$ cat src/rtl/fetch_sequencer.sv
// fetch_sequencer: program counter and registered decode context for the
// combinational control decoder, plus the Start/Ack/Done program handshake.
// Optional build macro: FETCH_CYCLE_CNT_EN adds a saturating 16-bit count of
// RUN cycles on CycleCnt; without it CycleCnt is tied to zero.
module fetch_sequencer #(
    parameter int PC_W       = 10,
    parameter int ROM_DEPTH  = 1024,
    parameter int START_ADDR = 0
) (
    input  logic            Clk,
    input  logic            Reset,
    input  logic            Start,
    input  logic [8:0]      Instruction,
    input  logic            BranchEn,
    input  logic [1:0]      NextState,
    input  logic [8:0]      PrevInstructionOut,
    input  logic [2:0]      CMPBitsOut,
    input  logic            CMPLoadEn,
    input  logic            Ack,
    output logic [PC_W-1:0] ProgCtr,
    output logic [1:0]      CurrState,
    output logic [8:0]      PrevInstruction,
    output logic [2:0]      CMPBits,
    output logic            Running,
    output logic            Done,
    output logic            Fault,
    output logic [15:0]     CycleCnt
);

    typedef enum logic [1:0] {
        S_IDLE = 2'b00,
        S_RUN  = 2'b01,
        S_HALT = 2'b10
    } seq_t;

    localparam logic [PC_W-1:0] START_PC  = PC_W'(START_ADDR);
    localparam logic [PC_W:0]   ROM_LIMIT = (PC_W+1)'(ROM_DEPTH);

    seq_t            state, state_n;
    logic [PC_W-1:0] pc_n;
    logic [1:0]      cs_n;
    logic [8:0]      prev_n;
    logic [2:0]      cmp_n;
    logic            done_n, fault_n;
    logic            jump;
    logic [PC_W:0]   cand;

    assign Running = (state == S_RUN);

    // Candidate next PC, one bit wider than the PC so overrun past ROM_DEPTH is visible
    always_comb begin
        jump = (CurrState == 2'b01) && PrevInstruction[8];
        cand = '0;
        if (jump) begin
            cand[8:0] = Instruction;
        end else if (BranchEn) begin
            cand = {1'b0, ProgCtr} + (PC_W+1)'(2);
        end else begin
            cand = {1'b0, ProgCtr} + (PC_W+1)'(1);
        end
    end

    // Sequencer next-state and next register values
    always_comb begin
        state_n = state;
        pc_n    = ProgCtr;
        cs_n    = CurrState;
        prev_n  = PrevInstruction;
        cmp_n   = CMPBits;
        done_n  = Done;
        fault_n = Fault;
        case (state)
            S_IDLE, S_HALT: begin
                if (Start) begin
                    state_n = S_RUN;
                    pc_n    = START_PC;
                    cs_n    = 2'b00;
                    prev_n  = '0;
                    cmp_n   = '0;
                    done_n  = 1'b0;
                    fault_n = 1'b0;
                end
            end
            S_RUN: begin
                if (CMPLoadEn) begin
                    cmp_n = CMPBitsOut;
                end
                if (Ack) begin
                    state_n = S_HALT;
                    done_n  = 1'b1;
                end else begin
                    prev_n = PrevInstructionOut;
                    if (CurrState == 2'b11) begin
                        cs_n = 2'b00;
                    end else if (cand >= ROM_LIMIT) begin
                        // PC and decode state are left exactly where the fault was seen
                        state_n = S_HALT;
                        fault_n = 1'b1;
                    end else begin
                        pc_n = cand[PC_W-1:0];
                        cs_n = jump ? 2'b00 : NextState;
                    end
                end
            end
            default: state_n = S_IDLE;
        endcase
    end

    // State and context registers; reset wins over every other input
    always_ff @(posedge Clk) begin
        if (Reset) begin
            state           <= S_IDLE;
            ProgCtr         <= START_PC;
            CurrState       <= 2'b00;
            PrevInstruction <= '0;
            CMPBits         <= '0;
            Done            <= 1'b0;
            Fault           <= 1'b0;
        end else begin
            state           <= state_n;
            ProgCtr         <= pc_n;
            CurrState       <= cs_n;
            PrevInstruction <= prev_n;
            CMPBits         <= cmp_n;
            Done            <= done_n;
            Fault           <= fault_n;
        end
    end

`ifdef FETCH_CYCLE_CNT_EN
    logic [15:0] cnt;
    logic        cnt_inc, cnt_clr;

    assign cnt_inc  = (state == S_RUN);
    assign cnt_clr  = Start && (state != S_RUN);
    assign CycleCnt = cnt;

    // Saturating RUN-cycle counter, cleared when a run is launched
    always_ff @(posedge Clk) begin
        if (Reset || cnt_clr) begin
            cnt <= '0;
        end else if (cnt_inc && (cnt != '1)) begin
            cnt <= cnt + 16'd1;
        end
    end
`else
    assign CycleCnt = '0;
`endif

endmodule

$ cat config.mk
export PLATFORM = sky130hd
export DESIGN_NAME = fetch_sequencer
export DESIGN_NICKNAME = d
export VERILOG_FILES = /design/src/rtl/fetch_sequencer.sv
export SDC_FILE = /design/constraint.sdc
export NUM_CORES = 1
export LEC_CHECK = 0
export ABC_CLOCK_PERIOD_IN_PS = 2100
export CORE_ASPECT_RATIO = 2
export CORE_MARGIN = 10
export CORE_UTILIZATION = 42
export DETAILED_ROUTE_END_ITERATION = 12
export PLACE_DENSITY = 0.8
export RECOVER_POWER = 100
export SYNTH_ARGS = -nofsm -noshare
export SYNTH_HDL_FRONTEND = slang
export SYNTH_SLANG_ARGS = --single-unit
$ cat constraint.sdc
create_clock -name Clk -period 2.1 [get_ports Clk]
set_input_delay 0.315 -clock Clk [delete_from_list [all_inputs] [get_ports Clk]]
set_output_delay 0.315 -clock Clk [all_outputs]
set_load 0.01 [all_outputs]
Word-level counts from Yosys, hierarchy flattened:

Index checks and enable logic that the tools add are counted.

* bits in registers: 28
* output and inout port bits: 43

* add/subtract/negate cells: 2
* multiplexer cells: 32
* reduce and logical (&&, ||, !) cells: 11
* eq/ne operators: 14
* magnitude comparators: 1

Operators by type and width (number)
* two-way mux 10 bit: 4
* two-way mux 9 bit: 3
* two-way mux 2 bit: 10
* case mux 10 bit (2 select lines): 1
* case mux 9 bit (2 select lines): 1
* != test 2 bit (second input constant): 6
* AND reduction 3 bit: 4
* adder 10 x 1 -> 11 bit (second input constant): 1
* adder 10 x 2 -> 11 bit (second input constant): 1
* greater-or-equal comparator 11 bit (second input constant): 1
* two-way mux 11 bit: 1
* AND reduction 5 bit: 2
* case mux 2 bit (2 select lines): 2
* two-way mux 3 bit: 2
* != test 3 bit (second input constant): 2
* case mux 3 bit (2 select lines): 1
* two-way mux 1 bit: 5
* equality test 2 x 1 -> 1 bit (second input constant): 2
* equality test 2 bit (second input constant): 2
* case mux 1 bit (2 select lines): 2
* AND reduction 4 bit: 1
* != test 3 x 2 -> 1 bit (second input constant): 1
* zero test 2 bit: 1
* != test 2 x 1 -> 1 bit (second input constant): 1
* other kinds (3): 3

Logic depth before layout (Yosys ltp):

Gate-level depths: netlist of the first run.

* word-level depth: 8
* mapped depth: 6

Worst setup path before layout of the first run:

No wires, ideal clock.

* path type: reg-to-reg
* start: register ProgCtr[1]
* end: register CurrState[0]
* data arrival time: 1755 ps
* setup time: 131 ps
* buffers on the path: 1
* period minus slack after synthesis: 1887 ps
* stages on the path, launching flop included: 7
* path slack: 213 ps
* cell sequence: dfxtp_1 -> ha_1 -> mux2i_4 -> or4_4 -> buf_6 -> o2111ai_1 -> o211ai_1

* cells in the longest elaborated chain, start to end: 6

Ends and longest elaborated chain
* from (decl): line 20 `output logic [PC_W-1:0] ProgCtr,`
* from (signal assigned): line 121 `ProgCtr <= pc_n;`
* adder 10 x 1 -> 11 bit / adder 10 x 2 -> 11 bit (equally long branches): line 59, 57
* two-way mux 11 bit (*): line 56 `end else if (BranchEn) begin`
* two-way mux 9 bit / two-way mux 2 bit (equally long branches): line 54 `if (jump) begin`
* greater-or-equal comparator 11 bit (*): line 95 `end else if (cand >= ROM_LIMIT) begin`
* != test 3 bit (no line) (*)
* AND reduction 4 bit (no line) (*)
* to (signal assigned): line 122 `CurrState <= cs_n;`
* to (decl): line 21 `output logic [1:0] CurrState,`

Every way passes the cells marked *; elsewhere a longest branch is shown, timed or not.
A chain may end at the register's enable or synchronous reset.

Worst setup path in the final report of the first run:

* start: register state[0]
* end: output port Running

* cells in the longest elaborated chain, start to end: 1

Ends and longest elaborated chain
* from (decl): line 39 `seq_t state, state_n;`
* from (signal assigned): line 120 `state <= state_n;`
* equality test 2 x 1 -> 1 bit: line 48 `assign Running = (state == S_RUN);`
* to (decl): line 24 `output logic Running,`

No other way between the ends.

==> metrics.md, run 1 <==
| Metric | Value |
|---|---|
| Status | `complete, no violations` |
| Root buffer cell | `clkbuf_8` |
| Clock buffer depth | `2` |
| RSZ-0062 raised after global routing | `no` |
| CTS Buf Count | `3` |
| Hold Path Class | `reg -> reg` |
| Largest net degree at the start of global routing | `19` |
| DRT antenna net count | `0` |
| Most frequent cell after synthesis | `nand2_1` |
| Post-Synth Simple-Gate Area | `23.63%` |
| Die X | `64.28 um` |
| Post-synth ARST share | `0%` |
| Clk Latency, worst-skew pair | `0.28 ns` |
| Complex-gate fraction of the synthesized area | `22.95%` |
| Worst Path Class, Setup | `reg -> out` |
| WL final | `4986 um` |
| Postcts setup bufs | `0` |
| GRT Total Usage | `13.79%` |
| Via density | `5.428` |
| DRT Pass-1 Iters | `4` |
| Crit path capture type | `primary output` |
| Fin. Hold Viols | `0` |
| Reg-to-reg slack, setup | `0.27 ns` |
| Die area | `6977 um^2` |
| Netlist cell types | `47` |
| Nets | `292` |
| Hold-critical path depth | `2` |
| Vias in the first global route | `1753` |
| GR Overflow Total | `0` |
| Post-synth EDFFs | `0` |
| Mux cell area share after synthesis | `3.191%` |
| Pwr/cell area | `467.1 nW/um^2` |
| Final setup fails | `0` |
| Area Growth Syn to Fin | `37.92%` |
| Via count | `1688` |
| Filler cells | `352` |
| CP arrival | `1.71 ns` |
| Main flop type after synthesis | `dfxtp_1` |
| CTS Sinks | `28` |
| Setup TNS | `0 ns` |
| Critical path launch point type | `flop` |
| First-pass GRT wire length | `7852 um` |
| Clock-pin slew on the worst setup and hold paths | `0.10 ns` |
| Largest family of logic cells by synthesized area | `simple AND/OR/NAND/NOR gates` |
| Syn Area/Cell | `8.401 um^2` |
| Starting Density | `43.29%` |
| Synth top cells by count | `nand2_1 (29), dfxtp_1 (28), a21oi_1 (21)` |
| Total core area | `3804 um^2` |
| Hold-fix buffers, CTS | `0` |
| Worst Reg2Reg Path Length in Cells | `5` |
| Mapped Cells | `196` |
| Io pins | `72` |
| Rows | `32` |
| CTS tree | `yes` |
| Post-CTS sizing | `0` |
| Total number of yosys warnings | `0` |
| Ranking of synthesized cells by area | `dfxtp_1 (34%), buf_4 (7.3%), nand2_1 (6.6%)` |
| Fmax | `0.4940 GHz` |
| Max Slew Vio Count | `0` |
| Terminus of the critical flop-to-flop path | `CurrState[1]` |
| # diodes | `0` |
| Shortest period the worst path allows | `2.024 ns` |
| Yosys reg bits | `28` |
| CP Data Required Time | `1.78 ns` |
| Pwr Total | `1.061 mW` |
| Worst rel slew slack | `66.67%` |
| Fraction of final layout cells sized beyond drive strength 1 | `11.15%` |
| Port Buffers | `55` |
| Fin crit share | `96.40%` |
| Area leader, netlist | `dfxtp_1` |
| Setup Skew | `0.004749 ns` |
| Synth top area share | `34.04%` |
| Hold wc startpoint | `PrevInstruction[4]` |
| Routability cong. | `0.9150` |
| Final HPWL DP | `4057 um` |
| Area share of fa/ha/maj cells after synthesis | `1.520%` |
| Peak supply drop | `0.0005100 V` |
| Cell area after synthesis | `1647 um^2` |
| Initial antenna violation count | `0` |
| H-tree depth | `1` |
| Drt initial violations | `72` |
| Routed wire per std cell | `16.03 um` |
| Post-synthesis xor/xnor area fraction | `0.5319%` |
| Register area share after synthesis | `34.04%` |
| Max Cap Viol | `0` |
| DIE HEIGHT | `108.6 um` |
| Largest fanout on the critical path | `7` |
| WHS Endpoint | `PrevInstruction[4]` |
| Worst Tran Pin Value | `0.4947 ns` |
| Worst reg2reg startpoint | `ProgCtr[0]` |
| Drt drc | `0` |
| Leak | `0.8731 nW` |
==> critical path: stages, from the launching register on <==
cell             delay, ns
dfxtp_1               0.42
nor2b_1               0.38
clkdlybuf4s50_1       0.63
==> stage by stage <==
step | setup slack (ns) | cell area (um^2) | util, % | cells | hold slack [ns]
after CTS | 0.08743 | 2297 | 60.39 | 311 | 0.4597
after floorplan | 0.2134 | 1703 | - | 211 | 0.4510
after detailed placement | 0.008218 | 2242 | 58.95 | 307 | 0.4475
final | 0.07564 | 2271 | 59.70 | 311 | 0.4563
after global placement | 0.04097 | 2242 | 58.95 | 307 | 0.4412
after global routing | 0.001524 | 2271 | 59.70 | 311 | 0.4866
==> power breakdown <==
| part | internal, mW | total, mW | leakage, nW | switching (mW) |
|---|---|---|---|---|
| combinational | 0.0884 | 0.174 | 0.618 | 0.0861 |
| sequential | 0.541 | 0.548 | 0.226 | 0.00760 |
| clock | 0.168 | 0.338 | 0.0288 | 0.170 |
| total | 0.797 | 1.06 | 0.873 | 0.264 |
==> kinds of logic (layout without fill, tap and decap cells) <==
kind of cell	count (synthesis)	count (layout)
buffers and inverters	32	81
xor gates and xnor gates	1	1
AOI/OAI and AO/OA	57	57
and+or+nand+nor	71	71
muxes	4	4
other	1	16
adders and majority gates	2	2
DFF	28	28
==> routing by layer <==
layer  share of wire (%)  track usage [%]  vias up
li1                    -                -      817
met1                  34            12.04      779
met2                  53            25.42       76
met3                 9.3            5.492       16
met4                 3.3            8.154        0
met5                   0                0        -
==> area by class of cell <==
type	instances	area, um^2	share of cell area, %
multi-input combinational	151	895.9	39.45
clock buffer	4	55.05	2.424
inverter	3	11.26	0.4959
tap	51	63.81	2.810
sequential	28	560.5	24.68
timing repair buffer	74	684.4	30.14
==> registers in the layout, indices dropped and copies added (netlist names) <==
name,cells
ProgCtr,10
PrevInstruction,9
CMPBits,3
CurrState,2
state,2
Done,1
Fault,1
==> placed cells by master (no fill, tap or decap), drive strengths merged, types with 4 or more instances in the layout <==
master and instances:
buf 17, conb 16, mux2i 4, nor4 5, nand3 8, o2111ai 5, o211ai 13, clkbuf 6
a21oi 21, clkdlybuf4s50 27, dfxtp 28, nand4 8, nor3 4, o21ai 7, nor2 4, dlygate4sd3 28
nand2 29
==> how the worst max path moves through the flow <==
stage	startpoint	end	slack, ns
global route	Ack	ProgCtr[0]	0.002
finish	state[0]	Running	0.08
CTS	state[0]	Running	0.09
global placement	BranchEn	CurrState[0]	0.04
detailed placement	BranchEn	CurrState[1]	0.008
floorplan	ProgCtr[1]	CurrState[0]	0.21
Note: power is estimated with default switching activity, not from simulation.
==> inputs of run 2 (changes only) <==
Settings changed: CAP_MARGIN from default to 10.
==> results of run 2 <==
Same layout as run 1: the final DEF is identical, and so are final timing and power.
==> inputs of run 3 (changes only) <==
--- a/config.mk
+++ b/config.mk
@@ -7,3 +7,3 @@
 export LEC_CHECK = 0
-export ABC_CLOCK_PERIOD_IN_PS = 2100
+export ABC_CLOCK_PERIOD_IN_PS = 2200
 export CAP_MARGIN = 10
==> constraint.sdc (replaced) <==
create_clock -name Clk -period 2.2 [get_ports Clk]
set_input_delay 0.22 -clock Clk [delete_from_list [all_inputs] [get_ports Clk]]
set_output_delay 0.22 -clock Clk [all_outputs]
set_load 0.01 [all_outputs]
==> run 3 against run 2 <==
Hold slack gained 0.00076 ns. Sequential share of layout area grew 0.29 points. Via count shrank 1.7%. Critical path depth grew 3. Flip-flop and latch count is the same. Critical endpoint is now CurrState[1].
==> metrics.md, run 3 (synthesis results as in run 1) <==
| Metric | Value |
|---|---|
| Status | `complete, no violations` |
| RSZ-0062 raised after global routing | `no` |
| Max Cap Viol | `0` |
| Area Growth Syn to Fin | `36.32%` |
| Net Switching | `250.5 uW` |
| Pwr/cell area | `451.0 nW/um^2` |
| Worst reg2reg startpoint | `ProgCtr[0]` |
| Flop pwr share | `51.7%` |
| Rows | `32` |
| Commonest non-fill, non-tap cell in the layout | `nand2_1` |
| Total core area | `3804 um^2` |
| CTS Sinks | `28` |
| DRT antenna net count | `0` |
| Routability cong. | `0.9323` |
| GR Overflow Total | `0` |
| Footprint of the multi-input gates | `894.6 um^2` |
| Shortest period the worst path allows | `1.977 ns` |
| Reg area | `560.5 um^2` |
| Highest-delay cell along the critical path | `or4_4` |
| Peak supply drop | `0.0004241 V` |
| Most flops, register | `ProgCtr` |
| Io pins | `72` |
| Combinational share of power | `16.4%` |
| GRT Total Usage | `14.32%` |
| WL final | `4889 um` |
| Pint | `761.9 uW` |
| Die area | `6977 um^2` |
| Routed wire per std cell | `15.93 um` |
| Max Slew Vio Count | `0` |
| Vias in the first global route | `1726` |
| Hold Path Class | `reg -> reg` |
| Largest net degree at the start of global routing | `19` |
| Clock-pin slew on the worst setup and hold paths | `0.10 ns` |
| Critical path launch point type | `flop` |
| Root buffer cell | `clkbuf_8` |
| Clk Latency, worst-skew pair | `0.28 ns` |
| Final setup fails | `0` |
| CP Data Required Time | `2.41 ns` |
| Final HPWL DP | `3954 um` |
| Post-DP Area | `2212 um^2` |
| Reg-to-reg slack, setup | `0.22 ns` |
| H-tree depth | `1` |
| Clock power frac | `31.9%` |
| Worst Path Class, Setup | `reg -> reg` |
| Starting Density | `43.29%` |
| Hold wc startpoint | `PrevInstruction[3]` |
| DIE HEIGHT | `108.6 um` |
| Worst path cell trace | `ha_1 -> mux2i_4 -> or4_4 -> o21ai_1 -> mux2i_1` |
| Max stage delay on crit path | `0.61 ns` |
| Top Registers | `ProgCtr x10, PrevInstruction x9, CMPBits x3` |
| CTS tree | `yes` |
| CP arrival | `2.19 ns` |
| # diodes | `0` |
| Fmax | `0.5059 GHz` |
| Nets | `288` |
| Fin. Hold Viols | `0` |
| Most frequent cells in the layout | `nand2_1 (29), dfxtp_1 (28), clkdlybuf4s50_1 (28)` |
| CTS Buf Count | `3` |
| Fin crit share | `89.85%` |
| Count of buffer and inverter cells on the critical path | `0` |
| Largest register FFs | `10` |
| Fraction of final layout cells sized beyond drive strength 1 | `9.766%` |
| Postcts setup bufs | `0` |
| WHS | `0.4571 ns` |
| Setup Skew | `0.003701 ns` |
| Clock buffer depth | `2` |
| Drt drc | `0` |
| Port Buffers | `55` |
| Largest fanout on the critical path | `9` |
| Setup TNS | `0 ns` |
| Post-route cell area | `2245 um^2` |
| Via count | `1659` |
| Die X | `64.28 um` |
| Initial antenna violation count | `0` |
| Hold-fix buffers, CTS | `0` |
| Switching part of the total power | `24.74%` |
| DRT Pass-1 Iters | `4` |
| Drt initial violations | `53` |
| Via density | `5.404` |
| Leak | `0.8593 nW` |
| Post-Layout Cell Count | `307` |
| Placed insts | `303` |
| Crit path capture type | `flop` |
| CP delay by family, top | `simple AND/OR/NAND/NOR gates` |
| Critical path launch point | `ProgCtr[0]` |
| Filler cells | `347` |
| First-pass GRT wire length | `8155 um` |
| Post-CTS sizing | `0` |
==> run 3: cell types whose count changed in the layout (fill, tap and decap cells not counted), sizes merged <==
| cell | previous run | this run |
|---|---|---|
| buf | 17 | 14 |
| clkbuf | 6 | 5 |
| dlygate4sd3 | 28 | 27 |
| clkdlybuf4s50 | 27 | 28 |
==> run 3: final cells by class <==
cell class                      instances  share of cell area [%]
Tap cell                               51                   2.843
Timing Repair Buffer                   70                   29.38
Clock buffer                            4                   2.453
Multi-Input combinational cell        151                   39.86
Inverter                                3                  0.5017
Sequential cell                        28                   24.97
==> run 3: power by group through the flow <==
| stage | Clock [mW] | Combinational [mW] | Sequential (mW) |
|---|---|---|---|
| 6_report | 0.323 | 0.166 | 0.523 |
| 4_1_cts | 0.333 | 0.169 | 0.524 |
| 2_1_floorplan | 0 | 0.0938 | 0.538 |
| 3_3_place_gp | 0 | 0.167 | 0.535 |
| 5_1_grt | 0.350 | 0.182 | 0.526 |
| 3_5_place_dp | 0 | 0.168 | 0.536 |
==> run 3: path summary, 6_finish.rpt <==
check / cells past startpoint / end
min: 2 / PrevInstruction[3]
max reg2reg: 5 / CurrState[1]
min reg2reg: 2 / PrevInstruction[3]
max: 5 / CurrState[1]
==> run 3: routing by layer <==
| metal | share of wire (%) | GRT usage [%] |
|---|---|---|
| met5 | 0 | 0 |
| met4 | 3.2 | 7.846 |
| met3 | 7.6 | 4.974 |
| met2 | 53 | 25.28 |
| met1 | 36 | 14.12 |
==> run 3: through the flow <==
step / util (%) / setup slack (ns) / total power [mW]
6_report: 59.01 / 0.2232 / 1.012
5_1_grt: 59.01 / 0.07257 / 1.057
4_1_cts: 59.61 / 0.2462 / 1.025
3_5_place_dp: 58.16 / 0.1305 / 0.7039
3_3_place_gp: 58.16 / 0.1544 / 0.7018
2_1_floorplan: - / 0.3134 / 0.6322
==> run 3: worst register-to-register path: cells and delay by family, from the launching register on <==
family                     cells  cell delay (ns)
muxes                          2             0.33
AOI/OAI and AO/OA              1             0.22
DFF                            1             0.46
and+or+nand+nor                1             0.61
adders and majority gates      1             0.30
